==> config.mk <==
export PLATFORM = sky130hd
export DESIGN_NAME = mult_operand_feeder
export DESIGN_NICKNAME = d
export VERILOG_FILES = /design/src/rtl/mult_pkg.sv /design/src/rtl/sync_fifo.sv /design/src/rtl/mult_operand_feeder.sv
export SDC_FILE = /design/constraint.sdc
export NUM_CORES = 1
export LEC_CHECK = 0
export CAP_MARGIN = 20
export CORE_MARGIN = 3
export CORE_UTILIZATION = 57
export CTS_CLUSTER_SIZE = 16
export DETAILED_ROUTE_END_ITERATION = 6
export HOLD_SLACK_MARGIN = 0.12
export PLACE_DENSITY = 0.88
export SLEW_MARGIN = 25
export SYNTH_ARGS = -nofsm -noshare
export SYNTH_HDL_FRONTEND = slang
export SYNTH_SLANG_ARGS = --single-unit
==> constraint.sdc <==
create_clock -name i_clk -period 3.9 [get_ports i_clk]
set_clock_uncertainty 0.15 [all_clocks]
set_input_delay 0.585 -clock i_clk [delete_from_list [all_inputs] [get_ports i_clk]]
set_output_delay 0.585 -clock i_clk [all_outputs]
set_load 0.02 [all_outputs]
==> src/rtl/mult_pkg.sv <==
// mult_pkg
// Shared definitions for the repeated-addition multiplier family: the operand
// feeder, the multiplier itself and the result collector.
// Contents:
//   OPW, PRODW    operand and product widths
//   operand_t     one multiplier operand
//   op_pair_t     an {a, b} operand pair
//   out_state_t   feeder output-register state (EMPTY / HOLD)
package mult_pkg;

  localparam int OPW   = 4;
  localparam int PRODW = 2 * OPW;

  typedef logic [OPW-1:0] operand_t;

  typedef struct packed {
    operand_t a;
    operand_t b;
  } op_pair_t;

  typedef enum logic {
    OUT_EMPTY = 1'b0,
    OUT_HOLD  = 1'b1
  } out_state_t;

endpackage

==> src/rtl/sync_fifo.sv <==
// sync_fifo
// Single-clock FIFO with registered occupancy count. Push is ignored when
// full and pop is ignored when empty, so the count can never overflow or
// underflow. The head entry is presented combinationally on o_rdata.
// Ports:
//   i_clk, i_rst      clock, synchronous active-high reset
//   i_push, i_wdata   write request and data
//   i_pop, o_rdata    read request and head data
//   o_full, o_empty   occupancy flags
//   o_count           number of stored entries (0..DEPTH)
module sync_fifo #(
  parameter int WIDTH = 8,
  parameter int DEPTH = 4
) (
  input  logic                           i_clk,
  input  logic                           i_rst,
  input  logic                           i_push,
  input  logic [WIDTH-1:0]               i_wdata,
  input  logic                           i_pop,
  output logic [WIDTH-1:0]               o_rdata,
  output logic                           o_full,
  output logic                           o_empty,
  output logic [$clog2(DEPTH+1)-1:0]     o_count
);

  localparam int AW = $clog2(DEPTH);
  localparam int CW = $clog2(DEPTH + 1);

  logic [WIDTH-1:0] r_mem [DEPTH];
  logic [AW-1:0]    r_wrPtr;
  logic [AW-1:0]    r_rdPtr;
  logic [CW-1:0]    r_count;
  logic             w_doPush;
  logic             w_doPop;

  assign o_full   = (r_count == CW'(DEPTH));
  assign o_empty  = (r_count == '0);
  assign w_doPush = i_push && !o_full;
  assign w_doPop  = i_pop && !o_empty;
  assign o_rdata  = r_mem[r_rdPtr];
  assign o_count  = r_count;

  // Pointers wrap naturally because DEPTH is a power of two.
  always_ff @(posedge i_clk) begin
    if (i_rst) begin
      r_wrPtr <= '0;
      r_rdPtr <= '0;
      r_count <= '0;
    end else begin
      if (w_doPush) r_wrPtr <= r_wrPtr + 1'b1;
      if (w_doPop)  r_rdPtr <= r_rdPtr + 1'b1;
      case ({w_doPush, w_doPop})
        2'b10:   r_count <= r_count + 1'b1;
        2'b01:   r_count <= r_count - 1'b1;
        default: r_count <= r_count;
      endcase
    end
  end

  // Storage has no reset; stale entries are never visible past the pointers.
  always_ff @(posedge i_clk) begin
    if (w_doPush) r_mem[r_wrPtr] <= i_wdata;
  end

endmodule

==> src/rtl/mult_operand_feeder.sv <==
// mult_operand_feeder
// Upstream stage of the repeated-addition multiplier. Buffers operand pairs
// from a producer in a FIFO and issues them one at a time through an output
// register. A b==0 pair is rewritten to a=0, b=1 so the multiplier finishes
// after one add step instead of waiting forever.
// Ports:
//   i_clk, i_rst              clock, synchronous active-high reset
//   i_s_valid, o_s_ready      producer handshake (ready = FIFO not full)
//   i_s_a, i_s_b              producer operands
//   o_m_valid, i_m_ready      multiplier valid_in / ready_out
//   o_m_a, o_m_b              multiplier in_a / in_b
//   o_fill_level              FIFO occupancy, output register excluded
//   o_issue_count             pairs accepted by the multiplier (wrapping)
module mult_operand_feeder #(
  parameter int OPW   = 4,
  parameter int DEPTH = 4,
  parameter int CNTW  = 16
) (
  input  logic                        i_clk,
  input  logic                        i_rst,
  input  logic                        i_s_valid,
  output logic                        o_s_ready,
  input  logic [OPW-1:0]              i_s_a,
  input  logic [OPW-1:0]              i_s_b,
  output logic                        o_m_valid,
  input  logic                        i_m_ready,
  output logic [OPW-1:0]              o_m_a,
  output logic [OPW-1:0]              o_m_b,
  output logic [$clog2(DEPTH+1)-1:0]  o_fill_level,
  output logic [CNTW-1:0]             o_issue_count
);

  import mult_pkg::*;

  logic              w_full;
  logic              w_empty;
  logic              w_push;
  logic              w_load;
  logic              w_transfer;
  logic [2*OPW-1:0]  w_head;
  logic [OPW-1:0]    w_headA;
  logic [OPW-1:0]    w_headB;
  out_state_t        r_state;
  out_state_t        w_nextState;
  logic [OPW-1:0]    r_mA;
  logic [OPW-1:0]    r_mB;
  logic [CNTW-1:0]   r_issueCount;

  // s_ready depends on registered FIFO state only: a full FIFO refuses a push
  // even on an edge where it also pops.
  assign o_s_ready  = !w_full;
  assign w_push     = i_s_valid && !w_full;
  assign w_transfer = (r_state == OUT_HOLD) && i_m_ready;
  assign w_load     = !w_empty && ((r_state == OUT_EMPTY) || i_m_ready);
  assign w_headA    = w_head[2*OPW-1:OPW];
  assign w_headB    = w_head[OPW-1:0];

  sync_fifo #(
    .WIDTH (2 * OPW),
    .DEPTH (DEPTH)
  ) u_fifo (
    .i_clk   (i_clk),
    .i_rst   (i_rst),
    .i_push  (w_push),
    .i_wdata ({i_s_a, i_s_b}),
    .i_pop   (w_load),
    .o_rdata (w_head),
    .o_full  (w_full),
    .o_empty (w_empty),
    .o_count (o_fill_level)
  );

  // Output-register state.
  always_ff @(posedge i_clk) begin
    if (i_rst) r_state <= OUT_EMPTY;
    else       r_state <= w_nextState;
  end

  // A load always leaves the register full; a transfer without a load empties it.
  always_comb begin
    w_nextState = r_state;
    case (r_state)
      OUT_EMPTY: if (w_load) w_nextState = OUT_HOLD;
      OUT_HOLD:  if (w_transfer) w_nextState = w_load ? OUT_HOLD : OUT_EMPTY;
      default:   w_nextState = OUT_EMPTY;
    endcase
  end

  // Operand register; b==0 becomes 0*1 so the multiplier terminates.
  always_ff @(posedge i_clk) begin
    if (i_rst) begin
      r_mA <= '0;
      r_mB <= '0;
    end else if (w_load) begin
      if (w_headB == '0) begin
        r_mA <= '0;
        r_mB <= OPW'(1);
      end else begin
        r_mA <= w_headA;
        r_mB <= w_headB;
      end
    end
  end

  // Counts handshakes accepted by the multiplier; wraps modulo 2^CNTW.
  always_ff @(posedge i_clk) begin
    if (i_rst)           r_issueCount <= '0;
    else if (w_transfer) r_issueCount <= r_issueCount + 1'b1;
  end

  // Outputs driven straight from the state and operand registers.
  always_comb begin
    o_m_valid     = (r_state == OUT_HOLD);
    o_m_a         = r_mA;
    o_m_b         = r_mB;
    o_issue_count = r_issueCount;
  end

endmodule

* After elaboration in Yosys (flattened, before gate mapping)
Memories as Yosys holds them, arrays and structs flattened. A register that Yosys moved wholly into a read port is not among the register bits.
Index checks and enable logic that the tools add are counted.
** Word-level totals
- Word-level logic and storage cells :: 38
- Memory bits (writable) :: 32
- Bits in registers :: 32
- Memories :: 1
- Latch bits :: 0
- Memory bits (read-only) :: 0
** Memories
- u_fifo.r_mem :: depth 4, width 8, read ports 1, clocked after memory_dff 1, wr ports 1, line sync_fifo.sv:29 : logic [WIDTH-1:0] r_mem [DEPTH];
** Operators by class
- Shift-type cells :: 0
- Add/subtract/negate cells :: 5
- Bitwise operators :: 1
- $lt $le $gt $ge :: 0
- Reductions and logical operators :: 11
- Equality and inequality tests :: 3
- Div/mod/pow operators :: 0
- Multipliers :: 0
- Muxes and demuxes :: 10
** Operators with widths (number)
- $add A16 B1 Y16 const B :: 1
- $mux W4 :: 2
- $pmux W3 S2 :: 1
- $logic_and A1 B1 Y1 :: 5
- $add A2 B1 Y2 const B :: 2
- $logic_not A4 Y1 :: 1
- $mux W1 :: 4
- $mux W2 :: 2
- $add A3 B1 Y3 const B :: 1
- $eq A3 B3 Y1 const B :: 1
- $logic_not A3 Y1 :: 1
- $sub A3 B1 Y3 const B :: 1
- $eq A2 B1 Y1 const B :: 1
- $eq A2 B2 Y1 const B :: 1
- $logic_not A1 Y1 :: 2
- $pmux W1 S2 :: 1
- $reduce_bool A2 Y1 :: 1
- $logic_or A1 B1 Y1 :: 1
- $not A1 Y1 :: 1

* Logic depth before layout (Yosys ltp)
Gate-level depths: netlist of run 1.
- Depth after elaboration :: 6
- Gate-level depth with buffers :: 6

* Cells and area by module
A second synthesis of run 1 with hierarchy kept.
** Unflattened totals
- Cells, all modules :: 222
- Area total of the unflattened synthesis :: 2703.8 um^2
** Modules (own cells, without submodules)
- sync_fifo :: area an instance 1635.3 um^2, times used 1, cells an instance 96
- mult_operand_feeder :: area an instance 1068.5 um^2, times used 1, cells an instance 126

* Worst setup path before layout of run 1
No wires, ideal clock.
- Kind :: register to register
- Start point :: register u_fifo.r_count[2], in the netlist u_fifo.o_count[2]
- End point :: register u_fifo.r_count[2], in the netlist u_fifo.o_count[2]
- Required time :: 3.629 ns
- Slack :: 1.622 ns
- Stages on the path, launching flop included :: 7
- Data arrival time :: 2.007 ns
- Setup time :: 0.121 ns
- Cell sequence :: dfxtp_1 > nor3b_4 > inv_2 > a211oi_2 > fa_1 > mux2i_1 > mux2_2
** On the way
- Word-level cells in the longest chain between the ends :: 6
- Elaborated cells between the ends (all ways) :: 14
** RTL lines
- from (decl) :: line sync_fifo.sv:32 : logic [CW-1:0] r_count;
- from (signal assigned) :: line sync_fifo.sv:53 : 2'b10: r_count <= r_count + 1'b1;
- from (signal assigned) :: line sync_fifo.sv:54 : 2'b01: r_count <= r_count - 1'b1;
- from (signal assigned) :: line sync_fifo.sv:55 : default: r_count <= r_count;
- $eq A3 B3 Y1 * :: line sync_fifo.sv:36 : assign o_full = (r_count == CW'(DEPTH));
- $logic_not A1 Y1 *
- net o_s_ready :: line mult_operand_feeder.sv:22 : output logic o_s_ready,
- $logic_and A1 B1 Y1 :: line mult_operand_feeder.sv:52 : assign w_push = i_s_valid && !w_full;
- $logic_and A1 B1 Y1 * :: line sync_fifo.sv:38 : assign w_doPush = i_push && !o_full;
- $eq A2 B1 Y1 / $eq A2 B2 Y1 (equally long branches) :: line sync_fifo.sv:52 : case ({w_doPush, w_doPop})
- $pmux W3 S2 / $reduce_bool A2 Y1 (equally long branches)
The timed path passes the listed nets; every way through them passes the cells marked *.
A chain may end at the register's enable or synchronous reset.

* Worst setup path after layout of run 1
- Start point :: input port i_m_ready
- End point :: register u_fifo.r_count[2], in the netlist u_fifo.o_count[2]
** On the way
- Word-level cells in the longest chain between the ends :: 5
- Elaborated cells between the ends (all ways) :: 7
** RTL lines
- from (decl) :: line mult_operand_feeder.sv:26 : input logic i_m_ready,
- $logic_or A1 B1 Y1 * :: line mult_operand_feeder.sv:54 : assign w_load = !w_empty && ((r_state == OUT_EMPTY) || i_m_ready);
- $logic_and A1 B1 Y1 * :: line mult_operand_feeder.sv:54
- $logic_and A1 B1 Y1 * :: line sync_fifo.sv:39 : assign w_doPop = i_pop && !o_empty;
- $eq A2 B1 Y1 / $eq A2 B2 Y1 (equally long branches) :: line sync_fifo.sv:52
- $pmux W3 S2 / $reduce_bool A2 Y1 (equally long branches)
Every way passes the cells marked *; elsewhere a longest branch is shown, timed or not.

==> impl_metrics.yaml, run 1 <==
outcome:
  run_status: "finished clean"
die:
  initial_utilization_pct: 60.2
  design.core.area_um2: 4440
  rows: 24
  die_width_um: 74.5
  die_area_um2: 5550
  pin_count: 41
  dieHeight_um: 74.5
yosys:
  post_synth_fa_ha_maj_area_fraction_pct: 3.09
  synth.distinct_cells: 37
  synth.mux.area_fraction_pct: 7.53
  synth-warning-count: 0
  synth-compound-area-share_pct: 6.27
  synth_largest_area_cell: "sky130_fd_sc_hd__edfxtp_1"
  synth_area_leaders: "sky130_fd_sc_hd__edfxtp_1 (36%), sky130_fd_sc_hd__dfxtp_1 (25%), sky130_fd_sc_hd__mux4_2 (6.7%)"
  synth_top_family_by_area: "simple AND/OR/NAND/NOR gates"
  yosysSeqAreaShare_pct: 61.4
  ys_ff_latch: 66
  synth_ff_type: "sky130_fd_sc_hd__dfxtp_1"
  synth-edff-count: 32
  post-synth-top-area-fraction_pct: 35.9
  synth_simple_gate_area_share_pct: 15.6
  postSynth.asyncResetShare_pct: 0
  mappedNetlistNets: 229
  postSynthAreaPerCell_um2: 12.7
  yosys.area_share.xor_xnor_pct: 4.26
  post_syn_instances: 211
  combined_area_of_all_synthesized_cells_um2: 2670
timing:
  max_clock_freq_mhz: 410
  timing_hold_violations_final: 0
  worst_slew_margin_rel_pct: 62.5
  rsz0062_at_grt: "false"
  timing.final.max_slew_violations: 0
  post_layout_minimum_cycle_time_ns: 2.44
  fin_setup_tns_ns: 0
  final_cycle_utilization_of_the_critical_path_pct: 62.5
  transition_time_at_the_pin_with_the_least_slew_margin_ns: 0.561
  setup_violations: 0
setup_path:
  worst-r2r-cell-count: 4
  end_kind: "register"
  critical_path_peak_fanout: 7
  cp.arrival_ns: 2.53
  sort_of_element_at_the_start_of_the_critical_path: "input port"
  criticalPathCategory: "input port to register"
  worst_ep_required_time_ns: 3.99
clock_network:
  cts.htree.levels: 3
  clk_transition_reported_paths_ns: 0.07
  worstSkewPairLatency_ns: 0.34
  numCtsBuffers: 9
  post_cts.resized_instances: 0
  cts_tree: "done"
  cts_num_sinks: 66
  holdBufCountCts: 0
  post-cts-setup-buffer-count: 0
  cts-root-buf: "sky130_fd_sc_hd__clkbuf_8"
  number_of_buffers_on_the_longest_clock_path: 2
worst_hold_path:
  worst_hold_path.num_cells: 1
  hold_class: "register to register"
place:
  io_buffer_count: 40
  gp_congestion: 0.822
  placement_stage_cell_area_um2: 3110
  post-place-cells: 297
  detailedPlacementHpwl_um: 3540
route:
  finalWirelength_um: 5320
  via_count: 1821
  routedWlPerCell_um: 17.0
  antenna_violation_net_count_after_detailed_routing: 0
  detail_route.drc_violations: 0
  first_iter_violations: 150
  detail_route.vias_per_cell: 5.82
  count_of_tritonroute_iterations_in_the_first_routing_pass: 4
grt:
  number_of_global_route_vias_before_repair: 1775
  grt_max_degree: 22
  first_pass_grt_wire_length_um: 8650
  antenna_found_initial: 0
  gr-usage-all-layers_pct: 21.7
  globalRoute.totalOverflow: 0
power:
  swShare_pct: 31.7
  sequentialPowerShare_pct: 43.6
  power.density_cell_area_nw_per_um2: 658
  ir_drop_mv: 0.459
  cellInternalPower_uw: 1500
  p_switching_uw: 694
  power.share.clock_pct: 28.1
  cellLeakagePower_uw: 0.00114
  share_comb_of_total_power_pct: 28.3
finish:
  antenna_cells_inserted: 0
  layout_fillers: 290
  post_layout_nonfiller_instances: 313
  drive_gt1_share_pct: 12.3
  layout_commonest_cell: "sky130_fd_sc_hd__clkdlybuf4s50_1"
  layout_common_cells: "sky130_fd_sc_hd__clkdlybuf4s50_1 (40), sky130_fd_sc_hd__dfxtp_1 (34), sky130_fd_sc_hd__edfxtp_1 (32), sky130_fd_sc_hd__nor2_1 (21), sky130_fd_sc_hd__nand2_1 (16)"
  sequential_cell_area_um2: 1640
  finish.net_count: 274
  final_design_area_no_fill_um2: 3330
  multi_input_gate_area_in_the_final_layout_um2: 982
  syn_to_final_growth_pct: 24.5
run:
  max-cap-violations: 0
-- per-stage QoR --
| step | hold WS (ns) | setup WS (ns) | total power (uW) | util [%] |
|---|---|---|---|---|
| 6_report | 0.329 | 1.46 | 2190 | 74.9 |
| 3_3_place_gp | 0.306 | 1.21 | 1550 | 70.0 |
| 3_5_place_dp | 0.304 | 1.11 | 1580 | 70.0 |
| 5_1_grt | 0.340 | 1.36 | 2310 | 74.9 |
| 4_1_cts | 0.329 | 1.47 | 2210 | 74.9 |
| 2_1_floorplan | 0.322 | 1.62 | 1350 | - |
-- metal layers --
metal  GRT usage (%)  wire length [um]  part of all wire, %
met1            27.3              2200                   41
met2            34.6              2680                   50
met3            8.38               347                  6.5
met4            7.11                91                  1.7
met5               0                 0                    0
-- flip-flops by register name (all words and copies together), names as in the netlist, named ones only --
name and count:
o_issue_count 16, u_fifo.r_wrPtr 2, o_m_b 4, u_fifo.r_rdPtr 2, u_fifo.o_count 3, o_m_valid 1, u_fifo.r_mem 32, o_m_a 4
-- power groups by stage --
stage          Sequential (uW)  Clock [uW]  Combinational [uW]
3_5_place_dp               967           0                 614
5_1_grt                    969         663                 674
3_3_place_gp               962           0                 587
2_1_floorplan              993           0                 357
6_report                   955         617                 620
4_1_cts                    956         624                 627
-- path summary, 6_finish.rpt --
check	start	to	slack [ns]
worst max-delay path	i_m_ready	u_fifo.o_count[2]$_SDFFE_PP0P_	1.46
worst min-delay path	o_m_a[0]$_SDFFE_PP0P_	o_m_a[0]$_SDFFE_PP0P_	0.33
worst max register to register	register	o_m_a[2]$_SDFFE_PP0P_	1.61
worst min register to register	o_m_a[0]$_SDFFE_PP0P_	o_m_a[0]$_SDFFE_PP0P_	0.33
-- area by class of cell --
cell class,count,area share [%]
clock inverters,7,2.82
flip-flops and latches,66,49.3
multi-input cells,134,29.5
inverters,4,0.451
repair buffers,41,12.3
well taps,52,1.95
clock buffers,9,3.72
-- critical path: stages --
cell                              delay, ns
sky130_fd_sc_hd__clkdlybuf4s50_1       0.60
sky130_fd_sc_hd__nor2b_1               0.11
sky130_fd_sc_hd__a211oi_2              0.40
sky130_fd_sc_hd__fa_1                  0.27
sky130_fd_sc_hd__mux2i_1               0.21
sky130_fd_sc_hd__mux2_2                0.34
-- synth_stat cells, drive strengths merged, types with 3 or more instances --
cell type	number
and3	5
inv	4
ha	5
o21ai	4
nand4	4
clkbuf	4
mux4	8
xor2	9
or4	3
a22o	4
or3	3
xnor2	4
and4	3
nor2	21
nand3	7
a21oi	13
edfxtp	32
o31ai	3
nand2	16
nor3	8
buf	3
dfxtp	34
-- logic make-up after synthesis --
group,count (synthesis)
AOI/OAI and AO/OA,26
adders and majority gates,6
buffers and inverters,11
and+or+nand+nor,79
muxes,10
xor gates and xnor gates,13
DFF,66
Note: power is estimated with default switching activity, not from simulation.
==> run 2: changes to the inputs <==
Settings changed: CORE_UTILIZATION 57 to 48, PLACE_DENSITY 0.88 to 0.79.
Clock period 3.9 ns to 2 ns, I/O delays scaled along.
==> run 2 against run 1 <==
Effect of this change:
- non-clock buffer count is 32 higher
- power increased by 100%
- critical endpoint unchanged
- combinational power increased to 2.6 times the previous value
- utilization shrank 5.0 points
- worst setup slack worse by 1.4 ns
- flip-flop and latch count is the same
- die area increased by 17%
- clock power increased by 70%
- design area rose by 10%
- routed wire length fell by 2.9%
- sequential power rose by 91%
==> impl_metrics.yaml, run 2 (synthesis gave the netlist of run 1 again) <==
clock_network:
  numCtsBuffers: 9
  clk_transition_reported_paths_ns: 0.07
  cts-root-buf: "sky130_fd_sc_hd__clkbuf_8"
  cts.htree.levels: 3
  worstSkewPairLatency_ns: 0.33
  cts_tree: "done"
  number_of_buffers_on_the_longest_clock_path: 2
  cts_num_sinks: 66
  holdBufCountCts: 0
route:
  routedWlPerCell_um: 14.2
  detail_route.vias_per_cell: 5.21
  antenna_violation_net_count_after_detailed_routing: 0
  drt-met1-wl_um: 2400
  top_signal_layer_used: "met4"
  count_of_tritonroute_iterations_in_the_first_routing_pass: 4
  wl_met2_um: 2460
  first_iter_violations: 133
  dr_wl_met3_um: 187
  finalWirelength_um: 5160
  detail_route.drc_violations: 0
  via_count: 1890
die:
  pin_count: 41
  die_area_um2: 6500
  initial_utilization_pct: 51.1
  die_width_um: 80.6
  design.core.area_um2: 5240
  dieHeight_um: 80.6
  rows: 26
power:
  power.density_cell_area_nw_per_um2: 1220
  cellLeakagePower_uw: 0.00132
  swShare_pct: 30.9
  ir_drop_mv: 0.816
  power.share.clock_pct: 23.6
  share_comb_of_total_power_pct: 35.6
  sequentialPowerShare_pct: 40.8
  cellInternalPower_uw: 3070
  p_switching_uw: 1380
timing:
  transition_time_at_the_pin_with_the_least_slew_margin_ns: 0.373
  setup_violations: 0
  rsz0062_at_grt: "true"
  max_clock_freq_mhz: 510
  worst_slew_margin_rel_pct: 75.0
  hold-worst-slack_ns: 0.310
  post_layout_minimum_cycle_time_ns: 1.96
  timing_hold_violations_final: 0
  timing.final.max_slew_violations: 0
  final_cycle_utilization_of_the_critical_path_pct: 98.0
  fin_setup_tns_ns: 0
finish:
  largest_register_ff_count: 32
  finish.net_count: 306
  layout_common_cells: "sky130_fd_sc_hd__clkdlybuf4s50_1 (39), sky130_fd_sc_hd__edfxtp_1 (32), sky130_fd_sc_hd__dfxtp_1 (30), sky130_fd_sc_hd__buf_4 (28), sky130_fd_sc_hd__nor2_1 (21)"
  largest_register_by_flop_count: "u_fifo.r_mem"
  final_design_area_no_fill_um2: 3660
  layout_commonest_cell: "sky130_fd_sc_hd__clkdlybuf4s50_1"
  syn_to_final_growth_pct: 37.0
  drive_gt1_share_pct: 23.5
  antenna_cells_inserted: 0
grt:
  antenna_found_initial: 0
  first_pass_grt_wire_length_um: 8560
  gr-usage-all-layers_pct: 17.9
  number_of_global_route_vias_before_repair: 1811
  grt_max_degree: 20
  globalRoute.totalOverflow: 0
setup_path:
  end_kind: "register"
  sort_of_element_at_the_start_of_the_critical_path: "register"
  timing.rr.end: "u_fifo.o_count[2]$_SDFFE_PP0P_"
  worstReg2RegStart: "u_fifo.o_count[0]$_SDFFE_PP0P_"
  critical_path_peak_fanout: 7
  criticalPathCategory: "register to register"
  worst_ep_required_time_ns: 2.07
  worst-r2r-setup-slack_ns: 0.04
  cp.arrival_ns: 2.03
  worst-r2r-cell-count: 6
worst_hold_path:
  min_delay_worst_endpoint: "o_m_b[1]$_SDFFE_PP0P_"
  timing.hold.worst.start: "o_m_b[1]$_SDFFE_PP0P_"
  hold_class: "register to register"
  worst_hold_path.num_cells: 2
place:
  io_buffer_count: 40
  detailedPlacementHpwl_um: 3690
  gp_congestion: 0.804
  placement_stage_cell_area_um2: 3440
outcome:
  run_status: "finished clean"
run:
  max-cap-violations: 0
run 2: cell count changes in the layout (fill, tap and decap cells not counted), sizes merged:
cell,delta
buf,+32
bufinv,-1
clkbuf,+1
clkdlybuf4s50,-1
clkinv,+2
clkinvlp,-2
dlygate4sd2,+1
run 2: worst max-delay path by stage:
stage | start | to | cells past startpoint
final | u_fifo.o_count[0]$_SDFFE_PP0P_ | u_fifo.o_count[2]$_SDFFE_PP0P_ | 6
after CTS | u_fifo.o_count[1]$_SDFFE_PP0P_ | u_fifo.o_count[2]$_SDFFE_PP0P_ | 6
after global placement | i_m_ready | u_fifo.o_count[2]$_SDFFE_PP0P_ | 6
after floorplan | u_fifo.o_count[2]$_SDFFE_PP0P_ | u_fifo.o_count[2]$_SDFFE_PP0P_ | 6
after global routing | u_fifo.o_count[0]$_SDFFE_PP0P_ | u_fifo.o_count[2]$_SDFFE_PP0P_ | 6
after detailed placement | i_m_ready | u_fifo.o_count[2]$_SDFFE_PP0P_ | 6
run 2: critical path, stage by stage (launching register included):
cell and delay, ns:
sky130_fd_sc_hd__dfxtp_4 0.37, sky130_fd_sc_hd__nor3b_4 0.21, sky130_fd_sc_hd__inv_2 0.08, sky130_fd_sc_hd__a211oi_4 0.27
sky130_fd_sc_hd__fa_2 0.25, sky130_fd_sc_hd__mux2i_1 0.18, sky130_fd_sc_hd__mux2_2 0.34
run 2: per-layer routing:
layer / vias to the layer above / GRT usage, %
met4: 0 / 10.3
met2: 40 / 27.6
met3: 10 / 3.92
li1: 938 / -
met5: - / 0
met1: 902 / 23.1
run 2: through the flow:
stage | total power (uW) | utilization, % | std cells | worst slack (ns)
floorplan | 2660 | - | 211 | -0.0954
global placement | 3350 | 65.7 | 345 | -0.216
detailed placement | 3380 | 65.7 | 345 | -0.248
CTS | 4450 | 69.4 | 360 | 0.0404
global route | 4700 | 69.9 | 363 | -0.0416
finish | 4450 | 69.9 | 363 | 0.0390
run 2: area by class of cell:
class                      count  area [um^2]
clock buffer                  10          128
fill                         373         1580
tap                           70         87.6
inverter                       4         15.0
timing repair buffer          73          709
clock inverter                 6         57.6
sequential                    66         1650
multi-input combinational    134         1010
run 2: what timing repair did:
action	4_1_cts	5_1_grt
buffers inserted	0	3
resized for setup	4	2
pin swaps	2	3
setup endpoints to repair	5	1
run 2: power groups by stage:
| stage | clock (uW) | sequential (uW) | combinational, uW |
|---|---|---|---|
| finish | 1050 | 1820 | 1590 |
| global route | 1120 | 1850 | 1730 |
| CTS | 1070 | 1820 | 1560 |
| detailed placement | 0 | 1840 | 1540 |
| global placement | 0 | 1840 | 1510 |
| floorplan | 0 | 1950 | 716 |
==> run 3: changes to the inputs <==
Clock period 2 ns to 1.8 ns, I/O delays scaled along.
==> run 3 against run 2 <==
Effect of this change:
- the flow now finishes with violations (setup timing)
- combinational power rose by 28%
- global-route usage rose by 0.43 points
- register-to-register slack got worse by 0.23 ns
- critical path depth did not move
- design area up 3.2%
- die area unchanged
- clock power about the same
- via count is 2.9% higher
- clock-buffer cell count rose by 2
- power grew 14%
- sequential power grew 12%
- utilization grew 2.3 points
- critical path type unchanged
- critical endpoint unchanged
==> impl_metrics.yaml, run 3 (synthesis gave the netlist of run 1 again) <==
clock_network:
  worstSkewPairLatency_ns: 0.33
  number_of_buffers_on_the_longest_clock_path: 2
  clk_transition_reported_paths_ns: 0.07
  cts.htree.levels: 3
  cts-root-buf: "sky130_fd_sc_hd__clkbuf_8"
  holdBufCountCts: 0
  cts_tree: "done"
  cts_num_sinks: 66
  numCtsBuffers: 9
timing:
  setup_violations: 5
  rsz0062_at_grt: "true"
  worst_slew_margin_rel_pct: 72.0
  final_cycle_utilization_of_the_critical_path_pct: 110
  timing.final.max_slew_violations: 0
  transition_time_at_the_pin_with_the_least_slew_margin_ns: 0.418
  timing_hold_violations_final: 0
  post_layout_minimum_cycle_time_ns: 1.99
  fin_setup_tns_ns: -0.680
  finalWorstSetupSlack_ns: -0.187
  max_clock_freq_mhz: 503
route:
  routedWlPerCell_um: 14.8
  detail_route.drc_violations: 0
  via_count: 1944
  antenna_violation_net_count_after_detailed_routing: 0
  detail_route.vias_per_cell: 5.21
  finalWirelength_um: 5540
  first_iter_violations: 122
  count_of_tritonroute_iterations_in_the_first_routing_pass: 4
grt:
  number_of_global_route_vias_before_repair: 1992
  first_pass_grt_wire_length_um: 9030
  grt_max_degree: 22
  globalRoute.totalOverflow: 0
  antenna_found_initial: 0
  gr-usage-all-layers_pct: 18.3
outcome:
  failing_checks: "setup timing"
  run_status: "finished, violations left"
setup_path:
  worst-path-buf-inv: 1
  sort_of_element_at_the_start_of_the_critical_path: "register"
  critical_path.top_delay_family: "multiplexers"
  end_kind: "register"
  cp_slowest_stage_delay_ns: 0.37
  cp.arrival_ns: 2.06
  critical_path_peak_fanout: 5
  critical_path_cell_by_cell: "nor3b_4 > inv_2 > a211oi_4 > fa_2 > mux2i_1 > mux2_2"
  criticalPathCategory: "register to register"
  critical-path-slowest-cell: "sky130_fd_sc_hd__dfxtp_4"
  worst_ep_required_time_ns: 1.87
die:
  design.core.area_um2: 5240
  die_area_um2: 6500
  die_width_um: 80.6
  pin_count: 41
  rows: 26
  initial_utilization_pct: 51.1
  dieHeight_um: 80.6
run:
  max-cap-violations: 0
place:
  detailedPlacementHpwl_um: 3840
  io_buffer_count: 40
  gp_congestion: 0.773
finish:
  largest_register_ff_count: 32
  layout_fillers: 361
  syn_to_final_growth_pct: 41.4
  layout_common_cells: "sky130_fd_sc_hd__buf_4 (33), sky130_fd_sc_hd__edfxtp_1 (32), sky130_fd_sc_hd__dfxtp_1 (27), sky130_fd_sc_hd__clkdlybuf4s50_1 (22), sky130_fd_sc_hd__nor2_1 (21)"
  utilization_pct: 72.2
  layout_commonest_cell: "sky130_fd_sc_hd__buf_4"
  largest_register_by_flop_count: "u_fifo.r_mem"
  antenna_cells_inserted: 0
  drive_gt1_share_pct: 28.7
  finish.net_count: 316
worst_hold_path:
  hold_class: "input port to register"
power:
  power.density_cell_area_nw_per_um2: 1340
  cellLeakagePower_uw: 0.00154
  ir_drop_mv: 1.03
run 3: final cells by class:
cell class                 count  area [um^2]  area share [%]
multi-input combinational    134         1060            27.9
clock inverter                 4         21.3           0.563
inverter                       4         15.0           0.397
timing repair buffer          83          806            21.3
tap                           70         87.6            2.32
clock buffer                  12          135            3.57
sequential                    66         1660            43.9
run 3: worst paths after layout:
path / slack [ns] / cells after the start / endpoint / start
max: -0.19 / 6 / u_fifo.o_count[2]$_SDFFE_PP0P_ / u_fifo.o_count[0]$_SDFFE_PP0P_
min: 0.25 / 4 / o_issue_count[1]$_SDFFE_PP0P_ / i_m_ready
max reg2reg: -0.19 / 6 / u_fifo.o_count[2]$_SDFFE_PP0P_ / u_fifo.o_count[0]$_SDFFE_PP0P_
min reg2reg: 0.31 / 2 / o_m_b[1]$_SDFFE_PP0P_ / o_m_b[1]$_SDFFE_PP0P_
run 3: power breakdown:
part | internal, uW | switching (uW) | leakage, uW | total (uW)
Combinational | 1080 | 952 | 0.000889 | 2030
Clock | 492 | 527 | 0.0000778 | 1020
Sequential | 1860 | 174 | 0.000574 | 2030
run 3: routing by layer:
metal	track usage (%)	share of wire (%)	up-vias
met5	0	0	-
met4	6.25	1.6	0
met3	4.93	3.8	11
met2	30.0	50	37
met1	23.4	44	947
li1	-	-	949
run 3: repair_timing:
action / 4_1_cts / 5_1_grt
pin swaps: 3 / 5
buffers inserted: 4 / 2
cloned: 0 / 0
endpoints found under the setup margin: 16 / 20
hold endpoints to repair: 0 / 0
gates resized for setup: 18 / 25
run 3: tightest hold or removal path, cell delays in order:
cell and delay [ns]:
sky130_fd_sc_hd__dlymetal6s2s_1 0.15, sky130_fd_sc_hd__buf_6 0.13, sky130_fd_sc_hd__nand3_1 0.07, sky130_fd_sc_hd__a21oi_1 0.06
run 3: stage by stage:
stage | total power, uW | instances | setup WS, ns | hold slack [ns] | area [um^2]
final | 5080 | 373 | -0.187 | 0.252 | 3780
after global routing | 5360 | 373 | -0.321 | 0.266 | 3780
after detailed placement | 3870 | 353 | -0.386 | 0.303 | 3500
after floorplan | 2970 | 211 | -0.295 | 0.219 | 2700
after global placement | 3820 | 353 | -0.336 | 0.307 | 3500
after CTS | 4940 | 372 | -0.147 | 0.313 | 3680
